`config.mk`:
```
export PLATFORM = sky130hd
export DESIGN_NAME = vga_sync_monitor
export DESIGN_NICKNAME = d
export VERILOG_FILES = /design/src/rtl/vga_mon_pkg.sv /design/src/rtl/vga_mon_edge.sv /design/src/rtl/vga_sync_monitor.sv
export SDC_FILE = /design/constraint.sdc
export NUM_CORES = 1
export LEC_CHECK = 0
export CORE_UTILIZATION = 40
export DETAILED_ROUTE_END_ITERATION = 10
export SETUP_SLACK_MARGIN = 0.05
export SYNTH_ARGS = -nofsm -noshare
export SYNTH_HDL_FRONTEND = slang
export SYNTH_SLANG_ARGS = --single-unit
```
`constraint.sdc`:
```
create_clock -name clk_i -period 4.89 [get_ports clk_i]
set_input_delay 1.467 -clock clk_i [delete_from_list [all_inputs] [get_ports clk_i]]
set_output_delay 1.467 -clock clk_i [all_outputs]
set_load 0.005 [all_outputs]
```
`src/rtl/vga_mon_pkg.sv`:
```
// Shared constants for the VGA sync monitor: lock FSM encodings, error bit indices and
// the default counter width.
package vga_mon_pkg;

    localparam int unsigned CNT_W_DEF = 12;

    localparam logic [1:0] StIdle   = 2'd0;
    localparam logic [1:0] StTrain  = 2'd1;
    localparam logic [1:0] StLocked = 2'd2;

    localparam int unsigned ERR_LINE  = 0;
    localparam int unsigned ERR_HSW   = 1;
    localparam int unsigned ERR_FRAME = 2;
    localparam int unsigned ERR_VSW   = 3;

endpackage

```
`src/rtl/vga_mon_edge.sv`:
```
// Two-flop input register for one sync line; reports the registered level and the
// active-going (rise) and inactive-going (fall) edges relative to polarity POL.
module vga_mon_edge #(
    parameter logic POL = 1'b0
) (
    input  logic clk_i,
    input  logic rst_ni,
    input  logic sig_i,
    output logic lvl_q_o,
    output logic rise_o,
    output logic fall_o
);

    logic lvl_q;
    logic lvl_qq;

    always_ff @(posedge clk_i or negedge rst_ni) begin
        if (!rst_ni) begin
            lvl_q  <= 1'b0;
            lvl_qq <= 1'b0;
        end else begin
            lvl_q  <= sig_i;
            lvl_qq <= lvl_q;
        end
    end

    assign lvl_q_o = lvl_q;
    assign rise_o  = (lvl_q == POL) && (lvl_qq != POL);
    assign fall_o  = (lvl_q != POL) && (lvl_qq == POL);

endmodule

```
`src/rtl/vga_sync_monitor.sv`:
```
// Checks VGA hs/vs timing against the configured geometry, keeps a lock FSM and sticky errors.
// Define VGA_MON_CHECKSUM_EN to build the per-frame pixel checksum; otherwise frame_sum_o is 0.
module vga_sync_monitor
    import vga_mon_pkg::*;
#(
    parameter int unsigned H_TOTAL = 800,
    parameter int unsigned H_SYNC  = 96,
    parameter int unsigned V_TOTAL = 525,
    parameter int unsigned V_SYNC  = 2,
    parameter logic        HS_POL  = 1'b0,
    parameter logic        VS_POL  = 1'b0,
    parameter int unsigned CNT_W   = CNT_W_DEF
) (
    input  logic             clk_i,
    input  logic             rst_ni,
    input  logic             hs_i,
    input  logic             vs_i,
    input  logic [3:0]       r_i,
    input  logic [3:0]       g_i,
    input  logic [3:0]       b_i,
    input  logic             clr_err_i,
    output logic             locked_o,
    output logic             frame_done_o,
    output logic [3:0]       err_o,
    output logic [CNT_W-1:0] line_len_o,
    output logic [CNT_W-1:0] frame_lines_o,
    output logic [15:0]      frame_sum_o
);

    localparam logic [CNT_W-1:0] CntMax = {CNT_W{1'b1}};
    localparam logic [CNT_W-1:0] CntOne = {{(CNT_W-1){1'b0}}, 1'b1};
    localparam logic [CNT_W-1:0] HTot   = CNT_W'(H_TOTAL);
    localparam logic [CNT_W-1:0] HSync  = CNT_W'(H_SYNC);
    localparam logic [CNT_W-1:0] VTot   = CNT_W'(V_TOTAL);
    localparam logic [CNT_W-1:0] VSync  = CNT_W'(V_SYNC);

    logic hs_lvl_q, hs_det, hs_fall;
    logic vs_lvl_q, vs_det, vs_fall;
    logic hs_act, vs_act;

    vga_mon_edge #(.POL(HS_POL)) u_hs_edge (
        .clk_i   (clk_i),
        .rst_ni  (rst_ni),
        .sig_i   (hs_i),
        .lvl_q_o (hs_lvl_q),
        .rise_o  (hs_det),
        .fall_o  (hs_fall)
    );

    vga_mon_edge #(.POL(VS_POL)) u_vs_edge (
        .clk_i   (clk_i),
        .rst_ni  (rst_ni),
        .sig_i   (vs_i),
        .lvl_q_o (vs_lvl_q),
        .rise_o  (vs_det),
        .fall_o  (vs_fall)
    );

    assign hs_act = (hs_lvl_q == HS_POL);
    assign vs_act = (vs_lvl_q == VS_POL);

    logic [CNT_W-1:0] h_cnt_q, h_cnt_d;
    logic [CNT_W-1:0] hpw_q, hpw_d;
    logic [CNT_W-1:0] v_cnt_q, v_cnt_d;
    logic [CNT_W-1:0] vpw_q, vpw_d;
    logic [CNT_W-1:0] line_len_q, line_len_d;
    logic [CNT_W-1:0] frame_lines_q, frame_lines_d;
    logic             h_valid_q, h_valid_d;
    logic             v_valid_q, v_valid_d;
    logic [3:0]       err_q, err_d;
    logic [3:0]       err_ev;
    logic             any_ev;
    logic             hs_lost;
    logic             frame_err_q, frame_err_d;
    logic             frame_done_q, frame_done_d;
    logic [1:0]       state_q, state_d;

    always_comb begin
        h_cnt_d = h_cnt_q;
        if (hs_det) begin
            h_cnt_d = CntOne;
        end else if (h_cnt_q != CntMax) begin
            h_cnt_d = h_cnt_q + CntOne;
        end
        // Fires once, on the cycle the line counter reaches saturation.
        hs_lost = !hs_det && (h_cnt_q == CntMax - CntOne);

        hpw_d = hpw_q;
        if (hs_det) begin
            hpw_d = CntOne;
        end else if (hs_act && hpw_q != CntMax) begin
            hpw_d = hpw_q + CntOne;
        end

        // A coincident hs edge is line 1 of the new frame.
        v_cnt_d = v_cnt_q;
        vpw_d   = vpw_q;
        if (vs_det) begin
            v_cnt_d = CNT_W'(hs_det);
            vpw_d   = CNT_W'(hs_det);
        end else if (hs_det) begin
            if (v_cnt_q != CntMax) begin
                v_cnt_d = v_cnt_q + CntOne;
            end
            if (vs_act && vpw_q != CntMax) begin
                vpw_d = vpw_q + CntOne;
            end
        end

        h_valid_d     = h_valid_q | hs_det;
        v_valid_d     = v_valid_q | vs_det;
        line_len_d    = (hs_det && h_valid_q) ? h_cnt_q : line_len_q;
        frame_lines_d = (vs_det && v_valid_q) ? v_cnt_q : frame_lines_q;

        err_ev            = 4'b0000;
        err_ev[ERR_LINE]  = (hs_det && h_valid_q && h_cnt_q != HTot) || hs_lost;
        err_ev[ERR_HSW]   = hs_fall && h_valid_q && hpw_q != HSync;
        err_ev[ERR_FRAME] = vs_det && v_valid_q && v_cnt_q != VTot;
        err_ev[ERR_VSW]   = vs_fall && v_valid_q && vpw_q != VSync;
        any_ev            = |err_ev;

        err_d        = (clr_err_i ? 4'b0000 : err_q) | err_ev;
        frame_done_d = vs_det && v_valid_q;
        frame_err_d  = vs_det ? 1'b0 : (frame_err_q | any_ev);
    end

    always_comb begin
        state_d = state_q;
        if (hs_lost) begin
            state_d = StIdle;
        end else begin
            case (state_q)
                StIdle: begin
                    if (vs_det) state_d = StTrain;
                end
                StTrain: begin
                    if (vs_det && !frame_err_q && !any_ev) state_d = StLocked;
                end
                StLocked: begin
                    if (any_ev) state_d = StTrain;
                end
                default: state_d = StIdle;
            endcase
        end
    end

    always_ff @(posedge clk_i or negedge rst_ni) begin
        if (!rst_ni) begin
            h_cnt_q       <= '0;
            hpw_q         <= '0;
            v_cnt_q       <= '0;
            vpw_q         <= '0;
            line_len_q    <= '0;
            frame_lines_q <= '0;
            h_valid_q     <= 1'b0;
            v_valid_q     <= 1'b0;
            err_q         <= 4'b0000;
            frame_err_q   <= 1'b0;
            frame_done_q  <= 1'b0;
            state_q       <= StIdle;
        end else begin
            h_cnt_q       <= h_cnt_d;
            hpw_q         <= hpw_d;
            v_cnt_q       <= v_cnt_d;
            vpw_q         <= vpw_d;
            line_len_q    <= line_len_d;
            frame_lines_q <= frame_lines_d;
            h_valid_q     <= h_valid_d;
            v_valid_q     <= v_valid_d;
            err_q         <= err_d;
            frame_err_q   <= frame_err_d;
            frame_done_q  <= frame_done_d;
            state_q       <= state_d;
        end
    end

`ifdef VGA_MON_CHECKSUM_EN
    logic [3:0]  r_q, g_q, b_q;
    logic [15:0] pix;
    logic [15:0] acc_q, acc_d;
    logic [15:0] frame_sum_q, frame_sum_d;

    always_comb begin
        pix         = {4'b0000, r_q, g_q, b_q};
        // The detect cycle's pixel opens the new frame's sum.
        acc_d       = vs_det ? pix : acc_q + pix;
        frame_sum_d = vs_det ? acc_q : frame_sum_q;
    end

    always_ff @(posedge clk_i or negedge rst_ni) begin
        if (!rst_ni) begin
            r_q         <= 4'h0;
            g_q         <= 4'h0;
            b_q         <= 4'h0;
            acc_q       <= 16'h0000;
            frame_sum_q <= 16'h0000;
        end else begin
            r_q         <= r_i;
            g_q         <= g_i;
            b_q         <= b_i;
            acc_q       <= acc_d;
            frame_sum_q <= frame_sum_d;
        end
    end

    assign frame_sum_o = frame_sum_q;
`else
    logic unused_rgb;
    assign unused_rgb  = ^{r_i, g_i, b_i};
    assign frame_sum_o = 16'h0000;
`endif

    assign locked_o      = (state_q == StLocked);
    assign frame_done_o  = frame_done_q;
    assign err_o         = err_q;
    assign line_len_o    = line_len_q;
    assign frame_lines_o = frame_lines_q;

endmodule
```
==> metrics.md, run 1 <==
| Metric | Value |
|---|---|
| Outcome | `completed` |
| CP Data Required Time | `3.42 ns` |
| Slowest cell on the critical path | `clkdlybuf4s50_1` |
| Commonest non-fill, non-tap cell in the layout | `dfrtp_1` |
| Final Setup Violations | `0` |
| Flip-flop and latch count after synthesis | `86` |
| Initial antenna violation count | `0` |
| Power share of the clock group | `32.2%` |
| Switching pwr | `0.417 mW` |
| Fin nets | `495` |
| Post-DP HPWL | `5660 µm` |
| Async set-reset flop share out of synthesis | `100%` |
| Detailed-router iteration count before antenna repair | `4` |
| Fin. max-slew vios | `0` |
| GRT Total Usage | `15.8%` |
| Max clock buf depth | `2` |
| Die area | `11,200 µm²` |
| Register area | `2150 µm²` |
| WHS Path Cells | `2` |
| Post-synth EDFFs | `0` |
| Post-route DRC | `0` |
| Finished Layout Cells | `608` |
| Top post-synthesis cells by area | `dfrtp_1 50%, nand2_1 5.3%, xnor2_1 4.3%` |
| Htree depth | `3` |
| Inserted Clock Buffers | `9` |
| Sequential share of power | `54.0%` |
| Synthesized area | `4300 µm²` |
| Synthesized instance count | `439` |
| Worst path max stage delay | `0.54 ns` |
| Fmax | `0.333 GHz` |
| Crit path DAT | `1.54 ns` |
| Inst Count DP | `594` |
| RR Startpoint | `u_hs_edge.lvl_q_o$_DFF_PN0_` |
| Multi-input logic area | `1940 µm²` |
| HP Class | `reg -> reg` |
| Crit Path Max Fanout | `3` |
| Peak supply drop | `0.240 mV` |
| Max_cap viols | `0` |
| Largest net degree at the start of global routing | `64` |
| Setup CP Type | `reg -> out` |
| Top_reg_cell synth | `dfrtp_1` |
| Setup_tns | `0 ns` |
| Core Region | `10,400 µm²` |
| Hold Violations, Final | `0` |
| Clock Latency Late Sink | `0.35 ns` |
| Startpoint types | `flop` |
| Tcrit/Tclk final | `61.4%` |
| Slew HR | `42.8%` |
| Total gr overflow | `0` |
| Area of placed instances | `4690 µm²` |
| Yosys cell types | `59` |
| DR vias | `3,116` |
| Hold WS | `0.474 ns` |
| Initial Utilization | `41.4%` |
| # IOs | `63` |
| Post-CTS Setup Bufs | `0` |
| Pwr dens | `319 nW/µm²` |
| First-pass GRT wire length | `14,000 µm` |
| Setup Skew | `0.0101 ns` |
| Period minus WS final | `3.00 ns` |
| Post-Route WL | `8170 µm` |
| Worst Hold Path EP | `frame_lines_o[2]$_DFFE_PN0P_` |
| R2R setup slack | `2.46 ns` |
| Finished Core Util | `47.1%` |
| Setup repair after global routing missed its margin | `no` |
| Switching Share | `26.8%` |
| DR WL/cell | `13.4 µm` |
| Clock tree from TritonCTS | `yes` |
| CTS Hold Bufs | `0` |
| Area growth from synthesis to final layout | `13.7%` |
| Number of global-route vias before repair | `2,926` |
| Synth warn | `0` |
| Row cnt | `37` |
| R2r endpoint | `state_q[0]$_DFFE_PN0P_` |
| Vias per cell | `5.13` |
| Post-synth top area share | `50.1%` |
| CTS sink cnt | `86` |
| IO Port Bufs | `34` |
| Worst-margin pin slew | `0.858 ns` |
| Leak Pwr | `2.12 nW` |
| Register area share after synthesis | `50.1%` |
| Syn_area_per_cell | `9.79 µm²` |
| Hold Path Origin | `frame_lines_o[2]$_DFFE_PN0P_` |
| Die W | `106 µm` |
| Worst reg2reg path depth | `5` |
| Die Height | `106 µm` |
| Gate power share | `13.8%` |
| Number of diodes | `0` |
| RD Place Congestion | `0.782` |
| Design Area, Final | `4880 µm²` |
| Int Pwr | `1.14 mW` |
| Cts repair resizes | `0` |
| Final ANT Viol Nets | `0` |
| Root Driver | `clkbuf_8` |
| Crit end category | `output port` |
| Fillers | `1,009` |
| Violation count after the first detailed-route iteration | `80` |
| CP Cell Sequence | `inv_1 -> nor2_1 -> clkdlybuf4s50_1` |
| Most frequent cells in the layout | `86 x dfrtp_1, 61 x nand2_1, 41 x nor2_1` |
| Clk slew on worst S/H paths | `0.08 ns` |
| Layout cells sized above 1 | `8.47%` |
| Dominant cell type by area after synthesis | `dfrtp_1` |
power groups by stage:
stage	clock, mW	combinational, mW	sequential [mW]
6_report	0.502	0.215	0.842
5_1_grt	0.545	0.246	0.855
4_1_cts	0.523	0.220	0.842
3_5_place_dp	0	0.218	0.855
3_3_place_gp	0	0.213	0.853
2_1_floorplan	0	0.134	0.839
cell type report:
class | count | share of cell area (%)
well taps | 136 | 3.48
clock inverters | 3 | 0.897
multi-input cells | 316 | 39.6
repair buffers | 37 | 7.38
flip-flops and latches | 86 | 44.1
inverters | 19 | 1.46
clock buffers | 11 | 3.10
synth_stat cells, drive strengths merged (2+ instances only):
library cell	count
dfrtp	86
nand2	61
nor2	41
o21ai	23
buf	21
xnor2	21
inv	19
nand3	15
clkbuf	12
nand4	12
nor3	12
mux2	10
nor4	10
a21oi	9
ha	9
nor2b	6
nor3b	6
xor2	6
a211oi	5
nand2b	5
nor4b	4
or4	4
a31oi	3
or2	3
or3	3
a2111oi	2
and3	2
and4	2
and4b	2
mux2i	2
nand4b	2
o211a	2
o41ai	2
critical path, delay by kind of cell (launching register included):
family / cells / cell delay, ns
AND/OR/NAND/NOR: 1 / 0.20
buffers and inverters: 2 / 0.61
flip-flops: 1 / 0.38
through the flow:
step                setup slack [ns]  power [mW]
floorplan                       2.89       0.973
global placement                2.24        1.07
detailed placement              2.20        1.07
CTS                             1.81        1.58
global route                    1.78        1.65
finish                          1.89        1.56
how the worst max path moves through the flow:
stage	endpoint	cells after the start	slack, ns	startpoint
floorplan	locked_o	2	2.89	state_q[1]$_DFFE_PN0P_
global placement	locked_o	3	2.24	state_q[1]$_DFFE_PN0P_
detailed placement	locked_o	3	2.20	state_q[1]$_DFFE_PN0P_
CTS	locked_o	3	1.81	state_q[1]$_DFFE_PN0P_
global route	locked_o	3	1.78	state_q[1]$_DFFE_PN0P_
finish	locked_o	3	1.89	state_q[1]$_DFFE_PN0P_
layer usage:
metal	global-route usage, %	wire (µm)	vias up
li1	-	-	1545
met1	20.5	3870	1507
met2	26.1	3930	52
met3	3.53	268	12
met4	5.36	92	0
met5	0	0	-
flip-flops by register name, summed over array words and instances (netlist names), 2 cells and up:
signal and count:
hpw_q 12, h_cnt_q 12, v_cnt_q 12, frame_lines_o 12
err_o 4, vpw_q 12, state_q 2, line_len_o 12
kinds of logic (layout without fill, tap and decap cells):
group | Yosys count | in the layout | synth area share (%)
other | 1 | 16 | 0.0873
buffers and inverters | 52 | 70 | 6.20
muxes | 12 | 12 | 3.09
xor gates and xnor gates | 27 | 27 | 5.50
adders and majority gates | 9 | 9 | 2.62
AOI/OAI and AO/OA | 60 | 60 | 9.75
and+or+nand+nor | 192 | 192 | 22.7
DFF | 86 | 86 | 50.1
Power figures use the tool's default switching activity.
==> run 2: changes to the inputs <==
==> constraint.sdc (replaced) <==
create_clock -name clk_i -period 3.1 [get_ports clk_i]
set_input_delay 0.93 -clock clk_i [delete_from_list [all_inputs] [get_ports clk_i]]
set_output_delay 0.93 -clock clk_i [all_outputs]
set_load 0.005 [all_outputs]
==> metrics.md, run 2 (synthesis gave the netlist of run 1 again) <==
| Metric | Value |
|---|---|
| Crit end category | `output port` |
| GRT Total Usage | `16.3%` |
| Number of global-route vias before repair | `3,092` |
| RD Place Congestion | `0.805` |
| R2r endpoint | `state_q[0]$_DFFE_PN0P_` |
| Largest net degree at the start of global routing | `67` |
| Area growth from synthesis to final layout | `15.3%` |
| Core Region | `10,400 µm²` |
| Die area | `11,200 µm²` |
| First-pass GRT wire length | `14,600 µm` |
| Total gr overflow | `0` |
| Commonest non-fill, non-tap cell in the layout | `dfrtp_1` |
| CP Data Required Time | `2.17 ns` |
| Max_cap viols | `0` |
| Outcome | `completed` |
| Die W | `106 µm` |
| Clock tree from TritonCTS | `yes` |
| Die Height | `106 µm` |
| Post-CTS Setup Bufs | `0` |
| Peak supply drop | `0.382 mV` |
| Fmax | `0.398 GHz` |
| Crit Path Max Fanout | `4` |
| Setup_tns | `0 ns` |
| Clk slew on worst S/H paths | `0.09 ns` |
| Final ANT Viol Nets | `0` |
| Vias per cell | `5.17` |
| Design Area, Final | `4950 µm²` |
| CTS sink cnt | `86` |
| Final Setup Violations | `0` |
| Clock Latency Late Sink | `0.36 ns` |
| Setup Skew | `0.00943 ns` |
| Root Driver | `clkbuf_8` |
| Initial antenna violation count | `0` |
| Detailed-router iteration count before antenna repair | `4` |
| Area of placed instances | `4710 µm²` |
| Initial Utilization | `41.4%` |
| Finished Core Util | `47.8%` |
| Hold WS | `0.449 ns` |
| DR WL/cell | `13.8 µm` |
| Most frequent cells in the layout | `86 x dfrtp_1, 61 x nand2_1, 41 x nor2_1` |
| Startpoint types | `flop` |
| R2R setup slack | `0.90 ns` |
| Post-DP HPWL | `5770 µm` |
| IO Port Bufs | `34` |
| Row cnt | `37` |
| Post-Route WL | `8410 µm` |
| Max clock buf depth | `2` |
| Tcrit/Tclk final | `81.0%` |
| Htree depth | `3` |
| RR Startpoint | `v_cnt_q[1]$_DFFE_PN0P_` |
| Fin. max-slew vios | `0` |
| Slew HR | `59.8%` |
| Worst-margin pin slew | `0.598 ns` |
| Setup repair after global routing missed its margin | `no` |
| Setup CP Type | `reg -> out` |
| Pwr dens | `532 nW/µm²` |
| Violation count after the first detailed-route iteration | `107` |
| Cts repair resizes | `0` |
| Worst reg2reg path depth | `7` |
| HP Class | `in -> async` |
| Period minus WS final | `2.51 ns` |
| DR vias | `3,156` |
| CTS Hold Bufs | `0` |
| Number of diodes | `0` |
| Hold Violations, Final | `0` |
| Fin nets | `496` |
| # IOs | `63` |
| Leak Pwr | `2.15 nW` |
| Overall Power | `2.63 mW` |
| Layout cells sized above 1 | `8.84%` |
| Crit path DAT | `1.58 ns` |
| Inserted Clock Buffers | `9` |
| Post-route DRC | `0` |
==> run 2: cell types whose count changed in the layout (fill, tap and decap cells not counted) <==
cell / before / now
clkbuf_8: 11 / 10
bufinv_16: 1 / 3
buf_12: 0 / 1
clkbuf_1: 0 / 1
==> run 2: worst max-delay path: stages, from the launching register on <==
cell and delay [ns]:
dfrtp_1 0.43, nor2_1 0.24, clkdlybuf4s50_1 0.55
==> run 2: cell type report <==
| cell class | count | area, µm² |
|---|---|---|
| Fill cell | 1009 | 5420 |
| Sequential cell | 86 | 2150 |
| Multi-Input combinational cell | 316 | 1940 |
| Timing Repair Buffer | 38 | 380 |
| Tap cell | 136 | 170 |
| Clock buffer | 11 | 141 |
| Clock inverter | 5 | 104 |
| Inverter | 19 | 71.3 |
==> run 2: worst max path at each step <==
stage / start / endpoint / slack, ns / cells past startpoint
finish: state_q[0]$_DFFE_PN0P_ / locked_o / 0.59 / 2
CTS: state_q[1]$_DFFE_PN0P_ / locked_o / 0.57 / 3
floorplan: v_cnt_q[1]$_DFFE_PN0P_ / state_q[0]$_DFFE_PN0P_ / 1.26 / 7
detailed placement: v_cnt_q[0]$_DFFE_PN0P_ / state_q[0]$_DFFE_PN0P_ / 0.88 / 6
global placement: v_cnt_q[1]$_DFFE_PN0P_ / state_q[0]$_DFFE_PN0P_ / 0.86 / 7
global route: state_q[1]$_DFFE_PN0P_ / locked_o / 0.51 / 3
==> run 2: stage by stage <==
step           cells  setup slack (ns)
3_5_place_dp     595             0.882
4_1_cts          611             0.568
5_1_grt          611             0.511
6_report         611             0.590
3_3_place_gp     595             0.863
2_1_floorplan    454              1.26
==> run 2: metal layers <==
layer  up-vias  global-route usage, %  share of wire, %
met4         0                   4.46               1.2
li1       1551                      -                 -
met2        45                   28.4                50
met5         -                      0                 0
met3        12                   3.96               2.8
met1      1548                   20.2                46
==> run 2: report_power, final <==
| group | switching [mW] | internal, mW | leakage, nW |
|---|---|---|---|
| sequential | 0.111 | 1.22 | 1.14 |
| clock | 0.402 | 0.559 | 0.124 |
| combinational | 0.168 | 0.177 | 0.883 |
| total | 0.680 | 1.95 | 2.15 |
